==> config.mk <==
export PLATFORM = sky130hd
export DESIGN_NAME = adder_pipe
export DESIGN_NICKNAME = d
export VERILOG_FILES = /design/src/rtl/adder_pkg.sv /design/src/rtl/adder_seg.sv /design/src/rtl/adder_pipe.sv
export SDC_FILE = /design/constraint.sdc
export NUM_CORES = 1
export LEC_CHECK = 0
export ABC_AREA = 0
export CELL_PAD_IN_SITES_DETAIL_PLACEMENT = 0
export CELL_PAD_IN_SITES_GLOBAL_PLACEMENT = 1
export CORE_MARGIN = 1
export CORE_UTILIZATION = 47
export CTS_BUF_LIST = sky130_fd_sc_hd__clkbuf_8
export CTS_CLUSTER_DIAMETER = 80
export DETAILED_ROUTE_END_ITERATION = 8
export PLACE_DENSITY = 0.95
export REMOVE_ABC_BUFFERS = 1
export SETUP_SLACK_MARGIN = 0.4
export SYNTH_ARGS = -nofsm -noshare
export SYNTH_HDL_FRONTEND = slang
export SYNTH_SLANG_ARGS = --single-unit
==> constraint.sdc <==
create_clock -name clk -period 5 [get_ports clk]
set_input_delay 0.75 -clock clk [delete_from_list [all_inputs] [get_ports clk]]
set_output_delay 0.75 -clock clk [all_outputs]
set_load 0.02 [all_outputs]
==> src/rtl/adder_pkg.sv <==
// Shared definitions for the pipelined adder.
//   ADD_*_DFLT : default operand width, segment width and tag width
//   stages_f   : number of pipeline stages for a given width / segment width
//   add_flags_t: carry / signed-overflow pair carried with each stage payload
package adder_pkg;

  localparam int ADD_WIDTH_DFLT = 32;
  localparam int ADD_SEG_W_DFLT = 8;
  localparam int ADD_TAG_W_DFLT = 4;

  // Illegal combinations are reported at elaboration by the top module.
  // Returning 1 for them keeps array sizes sane so that the report is
  // the only error the user sees.
  function automatic int stages_f(input int width, input int seg_w);
    if (seg_w < 1) return 1;
    if (width / seg_w < 1) return 1;
    return width / seg_w;
  endfunction

  // cout: carry out of the segment handled so far (final carry at the output)
  // ovf : signed overflow, only meaningful after the last segment
  typedef struct packed {
    logic cout;
    logic ovf;
  } add_flags_t;

endpackage

==> src/rtl/adder_seg.sv <==
// Combinational SEG_W-bit adder slice used once per pipeline stage.
//   a, b    : segment operands
//   cin     : carry into the segment LSB
//   s       : segment sum
//   cout    : carry out of the segment MSB
//   msb_cin : carry into the segment MSB (signed overflow = msb_cin ^ cout)
module adder_seg
  import adder_pkg::*;
#(
  parameter int SEG_W = ADD_SEG_W_DFLT
) (
  input  logic [SEG_W-1:0] a,
  input  logic [SEG_W-1:0] b,
  input  logic             cin,
  output logic [SEG_W-1:0] s,
  output logic             cout,
  output logic             msb_cin
);

  logic [SEG_W:0] full;

  assign full = {1'b0, a} + {1'b0, b} + {{SEG_W{1'b0}}, cin};
  assign s    = full[SEG_W-1:0];
  assign cout = full[SEG_W];
  // The MSB sum bit is a ^ b ^ carry-in, so the carry-in falls out of it.
  assign msb_cin = a[SEG_W-1] ^ b[SEG_W-1] ^ full[SEG_W-1];

endmodule

==> src/rtl/adder_pipe.sv <==
// Pipelined WIDTH-bit adder: (in_a + in_b + in_cin) mod 2^WIDTH.
// The carry chain is cut into STAGES = WIDTH/SEG_W segments with one
// register stage per segment; a result appears STAGES edges after accept.
//   clk, rst_n           : clock (rising edge), async active-low reset
//   in_valid / in_ready  : input handshake (in_ready = ~stall)
//   in_a, in_b, in_cin   : operands and carry-in
//   in_tag               : sideband tag returned with the result
//   out_valid / out_ready: output handshake
//   out_sum              : WIDTH-bit sum
//   out_cout             : unsigned carry out of the MSB
//   out_ovf              : signed overflow
//   out_tag              : tag of the transaction being presented
module adder_pipe
  import adder_pkg::*;
#(
  parameter int WIDTH = ADD_WIDTH_DFLT,
  parameter int SEG_W = ADD_SEG_W_DFLT,
  parameter int TAG_W = ADD_TAG_W_DFLT
) (
  input  logic             clk,
  input  logic             rst_n,
  input  logic             in_valid,
  output logic             in_ready,
  input  logic [WIDTH-1:0] in_a,
  input  logic [WIDTH-1:0] in_b,
  input  logic             in_cin,
  input  logic [TAG_W-1:0] in_tag,
  output logic             out_valid,
  input  logic             out_ready,
  output logic [WIDTH-1:0] out_sum,
  output logic             out_cout,
  output logic             out_ovf,
  output logic [TAG_W-1:0] out_tag
);

  localparam int STAGES = stages_f(WIDTH, SEG_W);

  if (SEG_W < 1) begin : g_bad_seg
    $error("adder_pipe: SEG_W must be at least 1");
  end else if (WIDTH % SEG_W != 0) begin : g_bad_div
    $error("adder_pipe: WIDTH must be a multiple of SEG_W");
  end

  // acc holds finished sum segments below the current stage and the still
  // pending A segments above it, so one vector carries both forward.
  // opb carries the B operand; its lower segments are simply dead weight.
  typedef struct packed {
    logic             vld;
    logic [WIDTH-1:0] acc;
    logic [WIDTH-1:0] opb;
    add_flags_t       flg;
    logic [TAG_W-1:0] tag;
  } stage_t;

  stage_t           stg_p  [STAGES];
  stage_t           src    [STAGES];
  stage_t           nxt    [STAGES];
  logic [SEG_W-1:0] seg_a  [STAGES];
  logic [SEG_W-1:0] seg_b  [STAGES];
  logic [SEG_W-1:0] seg_s  [STAGES];
  logic             seg_ci [STAGES];
  logic             seg_co [STAGES];
  logic             seg_mc [STAGES];
  logic             stall;

  assign stall    = stg_p[STAGES-1].vld & ~out_ready;
  assign in_ready = ~stall;

  // Stage k works on what stage k-1 registered; stage 0 on the ports.
  always_comb begin : src_sel
    src[0].vld      = in_valid;
    src[0].acc      = in_a;
    src[0].opb      = in_b;
    src[0].flg.cout = in_cin;
    src[0].flg.ovf  = 1'b0;
    src[0].tag      = in_tag;
    for (int k = 1; k < STAGES; k++) begin
      src[k] = stg_p[k-1];
    end
    for (int k = 0; k < STAGES; k++) begin
      seg_a[k]  = src[k].acc[k*SEG_W +: SEG_W];
      seg_b[k]  = src[k].opb[k*SEG_W +: SEG_W];
      seg_ci[k] = src[k].flg.cout;
    end
  end

  for (genvar k = 0; k < STAGES; k++) begin : g_seg
    adder_seg #(
      .SEG_W (SEG_W)
    ) u_seg (
      .a       (seg_a[k]),
      .b       (seg_b[k]),
      .cin     (seg_ci[k]),
      .s       (seg_s[k]),
      .cout    (seg_co[k]),
      .msb_cin (seg_mc[k])
    );
  end

  always_comb begin : stage_next
    for (int k = 0; k < STAGES; k++) begin
      nxt[k]                        = src[k];
      nxt[k].acc[k*SEG_W +: SEG_W]  = seg_s[k];
      nxt[k].flg.cout               = seg_co[k];
      nxt[k].flg.ovf                = (k == STAGES-1) ? (seg_mc[k] ^ seg_co[k]) : 1'b0;
    end
  end

  // Whole pipeline moves together; a stall freezes every stage, and
  // bubbles travel like transactions (nothing is collapsed).
  always_ff @(posedge clk or negedge rst_n) begin
    if (!rst_n) begin
      for (int k = 0; k < STAGES; k++) begin
        stg_p[k] <= '0;
      end
    end else if (!stall) begin
      for (int k = 0; k < STAGES; k++) begin
        stg_p[k] <= nxt[k];
      end
    end
  end

  assign out_valid = stg_p[STAGES-1].vld;
  assign out_sum   = stg_p[STAGES-1].acc;
  assign out_cout  = stg_p[STAGES-1].flg.cout;
  assign out_ovf   = stg_p[STAGES-1].flg.ovf;
  assign out_tag   = stg_p[STAGES-1].tag;

endmodule
After elaboration in Yosys (flattened, before gate mapping)

Index checks and enable logic that the tools add are counted.
W data, S select, Z words.

Add/subtract/negate cells: 8
Bitwise logic cells: 6

Operator list:

| kind          | number |
|---|---|
| $add A8 B8 Y9 | 4 |
| $add A9 B1 Y9 | 4 |
| $xor A1 B1 Y1 | 3 |
| $not A1 Y1    | 2 |
| $and A1 B1 Y1 | 1 |

Register bits after elaboration: 249
Input port bits: 73
Output and inout port bits: 40
Word-level logic and storage cells: 34

Depth between registers and ports, before layout

Depth in word-level cells: 4
Gate-level depth with buffers: 9
Gate-level depth less buffers: 9

By module

From an unflattened synthesis, not the netlist that was laid out.

Cell total of the unflattened synthesis: 599
Area total of the unflattened synthesis: 9018.6 um^2

By module, submodules not included:

| module                          | instances | cells each | area each (um^2) | seq. area each (um^2) |
|---|---|---|---|---|
| adder_pipe                      | 1         | 427        | 7599.8           | 5029.8 |
| adder_seg at g_seg[2].u_seg ... | 2         | 43         | 364.1            | 0.0 |
| adder_seg at g_seg[0].u_seg ... | 2         | 43         | 345.3            | 0.0 |

Worst setup path after synthesis

Ideal clock, no wire load.

Kind: input-to-reg
Start: input port in_a[0]
End: register stg_p, in the netlist nxt[186]
Setup time: 134 ps
Arrival: 2151 ps
Required time: 4866 ps
Setup slack: 2715 ps
Stages: 9
Buffers on the path: 0
Cells stage by stage: fa_1 -> inv_1 -> fa_1 -> nor2b_1 -> o21a_1 -> o21ai_1 -> nand2b_1 -> a211oi_1 -> o31ai_1

Word-level cells in the longest chain between the ends: 2

Ends and longest elaborated chain:

| what                          | RTL line          | text |
|---|---|---|
| start, declared               | adder_pipe.sv:24  | `input logic [WIDTH-1:0] in_a,` |
| $add A8 B8 Y9                 | adder_seg.sv:22   | `assign full = {1'b0, a} + {1'b0, b} + {{SEG_W{1'b0}}, cin};` |
| $add A9 B1 Y9                 | adder_seg.sv:22   |  |
| end signal, assigned by index | adder_pipe.sv:118 | `stg_p[k] <= nxt[k];` |
| end, declared                 | adder_pipe.sv:55  | `stage_t stg_p [STAGES];` |

Every way passes these cells.
A chain may end at the register's enable or synchronous reset.

Worst setup path in the final report

Start: input port out_ready
End: output port in_ready

Word-level cells in the longest chain between the ends: 3

Ends and longest elaborated chain:

| what            | RTL line         | text |
|---|---|---|
| start, declared | adder_pipe.sv:29 | `input logic out_ready,` |
| $not A1 Y1      | adder_pipe.sv:66 | `assign stall = stg_p[STAGES-1].vld & ~out_ready;` |
| $and A1 B1 Y1   | adder_pipe.sv:66 |  |
| $not A1 Y1      | adder_pipe.sv:67 | `assign in_ready = ~stall;` |
| end, declared   | adder_pipe.sv:23 | `output logic in_ready,` |

Every way passes these cells.

==> summary.md <==
| Metric | Value |
|---|---|
| DP HPWL | `9.51 mm` |
| Syn Area/Cell | `9.01 um^2` |
| Port bufs | `112` |
| Status | `finished, final reports clean` |
| Yosys reg bits | `201` |
| Initial antenna violation count | `0` |
| R2r startpoint | `seg_ci[2]$_DFFE_PN0N_` |
| Post-cts sizing count | `0` |
| CTS buffer count | `36` |
| Post-Syn Area | `8700 um^2` |
| Startpoint types | `input port` |
| Postcts setup bufs | `0` |
| DRC viols | `0` |
| Top cells by area, synth | `dfrtp_1 58%, nand2_1 23%, ha_1 4.0%` |
| Post-synth top area share | `57.8%` |
| RePlAce Congestion | `0.807` |
| Nets | `1184` |
| Area leader, netlist | `dfrtp_1` |
| Via count | `6289` |
| Final Hold Viols | `0` |
| Die height | `138 um` |
| Layout cell share with drive strength beyond 1 | `5.85%` |
| Reg2Reg Depth | `8` |
| Max-slew headroom | `44.0%` |
| CP required | `4.25 ns` |
| Hold Worst Slack | `0.332 ns` |
| Crit Path Max Fanout | `64` |
| Metal3 WL | `740 um` |
| Critical Path AT | `2.38 ns` |
| Worst ir drop on vdd | `0.000377 V` |
| Placed inst area | `9950 um^2` |
| Post-synth top flop | `dfrtp_1` |
| Die area | `19100 um^2` |
| Max cap viols | `0` |
| Die W | `138 um` |
| Largest net degree at the start of global routing | `201` |
| Root Buffer Master | `clkbuf_8` |
| Yosys warning total | `0` |
| Crit. End Element | `output pin` |
| Setup TNS | `0 ns` |
| Congestion Overflow GR | `0` |
| P&R area growth vs syn | `22.1%` |
| GRT Total Usage | `17.1%` |
| Crit path time final | `3.13 ns` |
| HP Class | `input port to async pin` |
| Core box area | `18000 um^2` |
| Synth unique cells | `32` |
| Initial drt markers | `328` |
| M1 WL | `6.89 mm` |
| Slew @ Worst Pin | `0.840 ns` |
| Post-synth EDFFs | `0` |
| Crit path kind | `input port to output pin` |
| Vias in the first global route | `6259` |
| IO Count | `113` |
| Initial core utilization | `48.3%` |
| Leak | `5.45 nW` |
| Ys async rst share | `100%` |
| PD cells | `625 nW/um^2` |
| Post-Route WL | `15.2 mm` |
| Skew-Pair Late Insertion Delay | `0.49 ns` |
| First-pass GRT wire length | `27.4 mm` |
| Setup Viol. Count Final | `0` |
| Final period utilization | `62.6%` |
| Clock skew | `0.0152 ns` |
| Clock Tree Buf Depth | `3` |
| Worst-path clk slew | `0.05 ns` |
| Slew Viols, Final | `0` |
| RSZ-0062 raised after global routing | `no` |
| Row Count | `49` |
| Synthesized instance count | `965` |
| Final core occ | `58.9%` |
| Fin area | `10600 um^2` |
| Antenna Nets Post-Route | `0` |
| CTS tree | `built` |
| Tot Pwr | `0.00663 W` |
| Sequential fraction of the synthesis area | `57.8%` |
| Antenna cells | `0` |
| H-Tree Depth | `2` |
| CP startpoint | `out_ready` |
| # clock sinks | `201` |
| DR top layer | `met4` |
| DR vias/cell | `4.75` |
| Avg WL per Cell | `11.5 um` |
| Met2 wire length | `7.24 mm` |
| Hold_buf cts | `0` |
| Fmax | `320 MHz` |
| Pre-antenna DRT Iters | `5` |
==> Yosys cell counts, drive strengths merged, types with 2 or more instances <==
cell    instances
dfrtp         201
inv            14
ha             28
fa              8
a31oi           6
nand2b          2
a21o            7
xor2            8
nor3            7
and3b           2
o21ai          24
a211oi          3
buf            31
xnor2          14
a21oi          24
nand2         525
nor2           29
o31ai           3
o21bai          7
clkbuf         13
nor2b           3
nand3           2
==> cell usage in the layout (no fill, tap or decap), drive strengths merged, types with 2 or more instances in the layout <==
| cell | n |
|---|---|
| clkbuf | 44 |
| dfrtp | 201 |
| xnor2 | 14 |
| nor3 | 7 |
| buf | 4 |
| nor2 | 29 |
| clkdlybuf4s50 | 111 |
| nand2b | 2 |
| a211oi | 3 |
| fa | 8 |
| a21oi | 24 |
| and3b | 2 |
| ha | 28 |
| a31oi | 6 |
| nor2b | 3 |
| o31ai | 3 |
| o21bai | 7 |
| nand3 | 2 |
| o21ai | 24 |
| a21o | 7 |
| xor2 | 8 |
| inv | 26 |
| nand2 | 525 |
==> power by group <==
part | internal (W) | switching [W]
registers | 0.00234 | 0.000376
clock network | 0.000819 | 0.000608
logic | 0.00110 | 0.00139
total | 0.00426 | 0.00237
==> final cells by class <==
type / count / area (um^2)
multi-input cells: 706 / 3390
flip-flops and latches: 201 / 5030
clock inverters: 14 / 80.1
well taps: 229 / 287
fillers: 1665 / 7400
repair buffers: 116 / 1180
clock buffers: 43 / 592
inverters: 14 / 57.6
==> worst max-delay path, cell delays in order <==
cell and delay (ns):
clkdlybuf4s50_1 0.50, nor2b_4 0.07, inv_6 0.34, clkdlybuf4s50_1 0.69
==> kinds of logic (layout without fill, tap and decap cells) <==
| logic type | count (synthesis) | after routing | synth area share, % |
|---|---|---|---|
| AOI/OAI and AO/OA | 76 | 76 | 5.58 |
| xor gates and xnor gates | 22 | 22 | 2.22 |
| adders and majority gates | 36 | 36 | 5.87 |
| buffers and inverters | 58 | 187 | 3.24 |
| DFF | 201 | 201 | 57.8 |
| muxes | 1 | 1 | 0.129 |
| and+or+nand+nor | 571 | 571 | 25.1 |
==> flip-flops by register name, indices dropped and copies added (netlist names) <==
| signal | count |
|---|---|
| nxt | 135 |
| out_sum | 32 |
| seg_a | 24 |
| out_tag | 4 |
| seg_ci | 3 |
| out_cout | 1 |
| out_ovf | 1 |
| out_valid | 1 |
==> layer usage <==
layer  global-route usage [%]  vias up
met2                     29.4      123
li1                         -     3223
met1                     21.1     2912
met3                     3.98       31
met5                        0        -
met4                     5.90        0
==> stage by stage <==
step	cells	setup slack, ns
6_report	1323	1.87
5_1_grt	1323	1.77
4_1_cts	1323	1.85
3_5_place_dp	1266	1.86
3_3_place_gp	1266	1.86
2_1_floorplan	921	-10.38
==> final timing paths <==
path                                            to  slack [ns]
setup reg to reg             seg_ci[1]$_DFFE_PN0N_        2.63
setup / recovery                          in_ready        1.87
hold reg to reg            out_sum[21]$_DFFE_PN0N_        0.46
max in group asynchronous   out_sum[6]$_DFFE_PN0N_        3.66
min in group clk           out_sum[21]$_DFFE_PN0N_        0.46
hold / removal             out_sum[19]$_DFFE_PN0N_        0.33
Note: power is estimated with default switching activity, not from simulation.
